[src/rtl/debug_rom_ctrl.sv]
// Multi-image boot debug ROM: checksum self-test after reset, then valid/ready fetches
// with a fixed wait-state latency emulating the SPI memory path.
module debug_rom_ctrl #(
  parameter int unsigned DATA_W      = 8,
  parameter int unsigned ADDR_W      = 16,
  parameter int unsigned IMG_DEPTH   = 32,
  parameter int unsigned NUM_IMAGES  = 2,
  parameter int unsigned WAIT_CYCLES = 2,
  parameter string       INIT_FILE   = "",
  localparam int unsigned SEL_W      = (NUM_IMAGES > 1) ? $clog2(NUM_IMAGES) : 1
) (
  input  logic              clk,
  input  logic              rst,
  input  logic [SEL_W-1:0]  img_sel,
  input  logic              req_valid,
  input  logic [ADDR_W-1:0] req_addr,
  output logic              req_ready,
  output logic              rsp_valid,
  output logic [DATA_W-1:0] rsp_data,
  output logic              busy,
  output logic              selftest_done,
  output logic              selftest_ok
);

  localparam int unsigned DepthTot = NUM_IMAGES * IMG_DEPTH;
  localparam int unsigned MemAw    = $clog2(DepthTot);
  localparam int unsigned OfsW     = $clog2(IMG_DEPTH);
  localparam int unsigned CntW     = (WAIT_CYCLES > 1) ? $clog2(WAIT_CYCLES + 1) : 1;
  localparam int unsigned CmpW     = (ADDR_W > 32) ? ADDR_W : 32;

  typedef enum logic [1:0] {StSelftest, StIdle, StWait, StResp} state_e;

  logic [DATA_W-1:0] rom [DepthTot];

  // ROM contents default to zero.
  initial begin
    for (int unsigned i = 0; i < DepthTot; i++) rom[i] = '0;
  end

  state_e            state_q, state_d;
  logic [SEL_W-1:0]  img_q;
  logic [OfsW-1:0]   st_addr_q, st_addr_d;
  logic [DATA_W-1:0] sum_q, sum_d;
  logic              done_q, done_d;
  logic              ok_q, ok_d;
  logic              hit_q, hit_d;
  logic [OfsW-1:0]   ofs_q, ofs_d;
  logic [CntW-1:0]   wait_q, wait_d;
  logic              rsp_valid_q, rsp_valid_d;
  logic [DATA_W-1:0] rsp_data_q, rsp_data_d;

  logic [MemAw-1:0]  base;
  logic [OfsW-1:0]   rd_ofs;
  logic [DATA_W-1:0] word;
  logic [CmpW-1:0]   addr_ext;
  logic              in_range;

  // One read port, shared by the self-test walk and the fetch path.
  assign base     = MemAw'(img_q) * MemAw'(IMG_DEPTH);
  assign rd_ofs   = (state_q == StSelftest) ? st_addr_q : ofs_q;
  assign word     = rom[base + MemAw'(rd_ofs)];
  assign addr_ext = CmpW'(req_addr);
  assign in_range = addr_ext < CmpW'(IMG_DEPTH);

  always_comb begin
    state_d     = state_q;
    st_addr_d   = st_addr_q;
    sum_d       = sum_q;
    done_d      = done_q;
    ok_d        = ok_q;
    hit_d       = hit_q;
    ofs_d       = ofs_q;
    wait_d      = wait_q;
    rsp_valid_d = 1'b0;
    rsp_data_d  = rsp_data_q;
    unique case (state_q)
      StSelftest: begin
        sum_d     = sum_q + word;
        st_addr_d = st_addr_q + OfsW'(1);
        if (st_addr_q == OfsW'(IMG_DEPTH - 1)) begin
          state_d   = StIdle;
          st_addr_d = '0;
          done_d    = 1'b1;
          ok_d      = (sum_d == '0);
        end
      end
      StIdle: begin
        if (req_valid) begin
          hit_d = in_range;
          ofs_d = req_addr[OfsW-1:0];
          if (WAIT_CYCLES == 0) begin
            state_d = StResp;
          end else begin
            wait_d  = CntW'(WAIT_CYCLES);
            state_d = StWait;
          end
        end
      end
      StWait: begin
        wait_d = wait_q - CntW'(1);
        if (wait_q == CntW'(1)) state_d = StResp;
      end
      StResp: begin
        rsp_valid_d = 1'b1;
        rsp_data_d  = hit_q ? word : '0;
        state_d     = StIdle;
      end
      default: state_d = StSelftest;
    endcase
  end

  always_ff @(posedge clk) begin
    if (rst) begin
      img_q       <= (32'(img_sel) < NUM_IMAGES) ? img_sel : '0;
      state_q     <= StSelftest;
      st_addr_q   <= '0;
      sum_q       <= '0;
      done_q      <= 1'b0;
      ok_q        <= 1'b0;
      hit_q       <= 1'b0;
      ofs_q       <= '0;
      wait_q      <= '0;
      rsp_valid_q <= 1'b0;
      rsp_data_q  <= '0;
    end else begin
      state_q     <= state_d;
      st_addr_q   <= st_addr_d;
      sum_q       <= sum_d;
      done_q      <= done_d;
      ok_q        <= ok_d;
      hit_q       <= hit_d;
      ofs_q       <= ofs_d;
      wait_q      <= wait_d;
      rsp_valid_q <= rsp_valid_d;
      rsp_data_q  <= rsp_data_d;
    end
  end

  assign req_ready     = (state_q == StIdle);
  assign busy          = (state_q != StIdle);
  assign rsp_valid     = rsp_valid_q;
  assign rsp_data      = rsp_data_q;
  assign selftest_done = done_q;
  assign selftest_ok   = ok_q;

endmodule

[config.mk]
export PLATFORM = sky130hd
export DESIGN_NAME = debug_rom_ctrl
export DESIGN_NICKNAME = d
export VERILOG_FILES = /design/src/rtl/debug_rom_ctrl.sv
export SDC_FILE = /design/constraint.sdc
export NUM_CORES = 1
export LEC_CHECK = 0
export CORE_MARGIN = 10
export CORE_UTILIZATION = 35
export DETAILED_ROUTE_END_ITERATION = 6
export PLACE_DENSITY = 0.8
export SETUP_SLACK_MARGIN = 0.05
export SLEW_MARGIN = 25
export SYNTH_ARGS = -nofsm -noshare
export SYNTH_HDL_FRONTEND = slang
export SYNTH_SLANG_ARGS = --single-unit
[constraint.sdc]
create_clock -name clk -period 2.5 [get_ports clk]
set_input_delay 0.25 -clock clk [delete_from_list [all_inputs] [get_ports clk]]
set_output_delay 0.25 -clock clk [all_outputs]
set_load 0.02 [all_outputs]
### Yosys cells after proc, flatten, opt, wreduce, memory -nomap -nowiden

Index checks and enable logic that the tools add are counted.

| operators by class | value |
|---|---|
| add/sub/neg operators | 3 |
| order comparisons | 1 |
| eq/ne operators | 9 |
| muxes and demuxes | 8 |
| reductions and logical operators | 7 |

Operators with widths:

| operator | count |
|---|---|
| $lt 16x6->1 const B | 1 |
| $add 8x8->8 const B | 1 |
| $logic_not 8->1 | 1 |
| $mux 8 | 1 |
| $pmux 2 s4 | 1 |
| $mux 2 | 3 |
| $reduce_and 2->1 | 3 |
| $add 5x1->5 const B | 1 |
| $eq 5x5->1 const B | 1 |
| $mux 5 | 1 |
| $eq 2x1->1 const B | 2 |
| $eq 2x2->1 const B | 2 |
| $ne 2x1->1 const B | 2 |
| $ne 2x2->1 const B | 2 |
| $pmux 2 s2 | 1 |
| $reduce_and 3->1 | 1 |
| $logic_not 2->1 | 1 |
| $reduce_bool 2->1 | 1 |
| $sub 2x1->2 const B | 1 |
| $mux 1 | 1 |

| storage, ports and cells | value |
|---|---|
| register bits after elaboration | 29 |
| input bits | 20 |
| output and inout port bits | 13 |
| logic and storage cells | 37 |

### Longest topological paths before layout

| logic depth | value |
|---|---|
| depth after elaboration | 3 |
| gate-level depth with buffers | 6 |
| mapped depth without buffers | 6 |

### Worst setup path before layout

OpenSTA, ideal clock, no wires.

| timing | value |
|---|---|
| kind | reg2reg |
| from | register st_addr_q[0] |
| to | register state_q[0] |
| setup time | 0.121 ns |
| arrival | 1.621 ns |
| required time | 2.379 ns |
| slack | 0.758 ns |
| cell stages (with the launch flop) | 7 |
| buffers on the path | 0 |
| clock period less this slack | 1.742 ns |
| cells stage by stage | dfxtp_1 ha_1 and3_1 ha_1 and2b_2 nor3_2 mux2_2 |

| between the ends | value |
|---|---|
| word-level cells in the longest chain between the ends | 3 |

Ends and longest elaborated chain:

| what | RTL line | source |
|---|---|---|
| from (decl) | 42 | `logic [OfsW-1:0] st_addr_q, st_addr_d;` |
| from (signal assigned) | 127 | `st_addr_q <= st_addr_d;` |
| $eq 5x5->1 | 80 | `if (st_addr_q == OfsW'(IMG_DEPTH - 1)) begin` |
| $ne 2x1->1 (no source line) | - |  |
| $reduce_and 3->1 (no source line) | - |  |
| to (signal assigned) | 115 | `state_q <= StSelftest;` |
| to (signal assigned) | 126 | `state_q <= state_d;` |
| to (decl) | 40 | `state_e state_q, state_d;` |

Every way passes these cells.
A chain may end at the register's enable or synchronous reset.

### Final worst setup path

Same ends and word-level chain as after synthesis.

==> out/metrics.cfg <==
[grt]
met2_usage=0.09872
met3_usage=0.04839
grt_pass1_vias=465
grt_antenna_before_repair=0
grt_pass1_wl_mm=1.897
globalRouteOverflowTotal=0
met1_usage=0.05237
grt_max_degree=14
track_usage=0.05759
busiest_layer=met2

[detailed_routing]
vias=466
avgViaCountPerCell=4.481
ant_nets=0
routedWlPerCell_um=10.89
wl_mm=1.133
drt_iter0_drc=11
route.detailed.drc=0
firstDrtPassIters=4

[die]
fp.dieArea_um2=3941
die_h_um=62.78
fp-row-count=15
num_io_pins=33
die_w_um=62.78
core_um2=1727
initial_utilization=0.3710

[pwr]
ir_drop_v=0.0003779
p_leak_nw=0.3120
power_density_nw_per_um2=595.1

[final_layout]
synthToLayoutAreaGrowth_pct=13.09
layout-drive-gt1-share=0.1139
layout.nets=108
postLayoutCellArea_um2=724.4
antenna_cells=0
final_cells=104

[synth]
post-synth-top-count-cell=dfxtp_1
synth-edff-count=0
synth_area_um2=640.6
synth_ff_type=dfxtp_1
ys_seq_area_frac=0.3437
syn_avg_cell_area_um2=9.023
yosysTopAreaCellShare=0.3438
synth-warning-count=0
synth.distinct_cells=27
synth_common_cells=11 x dfxtp_1, 9 x buf_4, 8 x ha_1
synthCells=71
async_flop_share=0
synthTopCellsByArea=dfxtp_1 34%, ha_1 16%, buf_4 11%, mux2i_1 4.7%, nor2_1 4.1%
synth-seq-cells=11
synth_top_cell_by_area=dfxtp_1

[worst_setup_path]
path_delay_family=simple AND/OR/NAND/NOR gates
crit_start=st_addr_q[0]
r2r_cells=6
worst-path-buf-inv=0
timing.rr.end=state_q[0]
timing_worst_setup_path_type=flip-flop to flip-flop
critical_path.most_common_cell=ha_1
crit_end=state_q[0]
reg2reg_slack_ns=0.58
worst_setup_path_start_kind=flip-flop
slowest_stage=dfxtp_1
cpPeakStageDelay_ns=0.39
critPathCaptureType=flip-flop
critPathRequiredTime_ns=2.67
cp_cell_sequence=ha_1, and3_1, ha_1, and2b_2, nor3_2, mux2_2
r2r_start=st_addr_q[0]
cp.arrival_ns=2.09
cp_max_fo=5
path_depth=6

[status]
status=completed

[clock_tree]
postCtsSetupRepairBufs=0
cts_root_buf=clkbuf_4
clk_pin_slew_ns=0.08
cts_buffers=3
insertion_delay_ns=0.28
htreeDepth=1
post_cts_resized=0
ctsHoldBuffers=0
clock_sinks=11
clockBufferDepth=2
cts_tree=done

[place]
dp_slack_ns=0.5739
hpwl_um=922.8
dp.cells=100
portBuffers=7
place.gp.congestion=0.7203
placed_area_um2=696.9

[min_path]
holdPathStages=2
holdCritPathClass=flip-flop to flip-flop

[sta]
finalCritPeriodShare=0.7677
rsz0062_at_grt=no
finalSetupTns_ns=0
post-route-min-period_ns=1.919
skew_ns=0.007257
fin_ws_ns=0.5808
fmax_mhz=521.1
hold_viol_final=0
finalSetupViolations=0
drv_slew=0
whs_ns=0.4932

[job]
drv_cap=0

[through the flow]
stage	utilization	total power, mW
after floorplan	-	0.2946
after global placement	0.4036	0.3040
after detailed placement	0.4036	0.3113
after CTS	0.4196	0.4344
after global routing	0.4196	0.4555
final	0.4196	0.4311
[layer usage]
metal	vias up	share of wire
met5	-	0
li1	234	-
met3	2	0.11
met2	14	0.49
met1	216	0.38
met4	0	0.0062
[kinds of logic after synthesis]
| group | count (synthesis) | synth area share |
|---|---|---|
| other | 1 | 0.005854 |
| adders and majority gates | 8 | 0.1563 |
| muxes | 4 | 0.06445 |
| and+or+nand+nor | 22 | 0.2012 |
| buffers and inverters | 15 | 0.1406 |
| DFF | 11 | 0.3437 |
| AOI/OAI and AO/OA | 10 | 0.08790 |
[tightest hold or removal path, delay by kind of cell (launching register included)]
family | cells | cell delay, ns
buffers and inverters | 1 | 0.07
AOI/OAI and AO/OA | 1 | 0.07
DFF | 1 | 0.30
[layout by cell type, fill, tap and decap left out, types with 2 or more instances in the layout]
cell type / instances
dfxtp_1: 11
clkbuf_4: 3
inv_1: 4
o21ai_0: 3
a21oi_1: 4
nand2b_1: 2
nor2b_1: 3
nor2_1: 7
conb_1: 8
clkdlybuf4s50_1: 7
ha_1: 8
mux2i_1: 3
[layout make-up]
class / count / area [µm²]
Inverter: 5 / 18.77
Sequential cell: 11 / 220.2
Clock inverter: 1 / 5.005
Fill cell: 183 / 1002
Tap cell: 25 / 31.28
Multi-Input combinational cell: 52 / 356.6
Clock buffer: 3 / 22.52
Timing Repair Buffer: 7 / 70.07
[how the worst min path moves through the flow]
stage / startpoint / to / slack, ns
3_5_place_dp: wait_q[1] / wait_q[1] / 0.48
6_report: wait_q[1] / wait_q[1] / 0.49
3_3_place_gp: wait_q[1] / wait_q[1] / 0.46
5_1_grt: wait_q[1] / wait_q[1] / 0.52
2_1_floorplan: rst / state_q[1] / 0.43
4_1_cts: wait_q[1] / wait_q[1] / 0.49
[flip-flops by register name, summed over array words and instances, names as in the netlist]
register and flops:
st_addr_q 5, state_q 2, wait_q 2, rsp_valid 1, selftest_done 1
[where the power goes]
group / total, mW / internal, mW / switching [mW]
Sequential: 0.212 / 0.195 / 0.0177
Clock: 0.124 / 0.0594 / 0.0648
Combinational: 0.0946 / 0.0411 / 0.0534
Power figures use the tool's default switching activity.
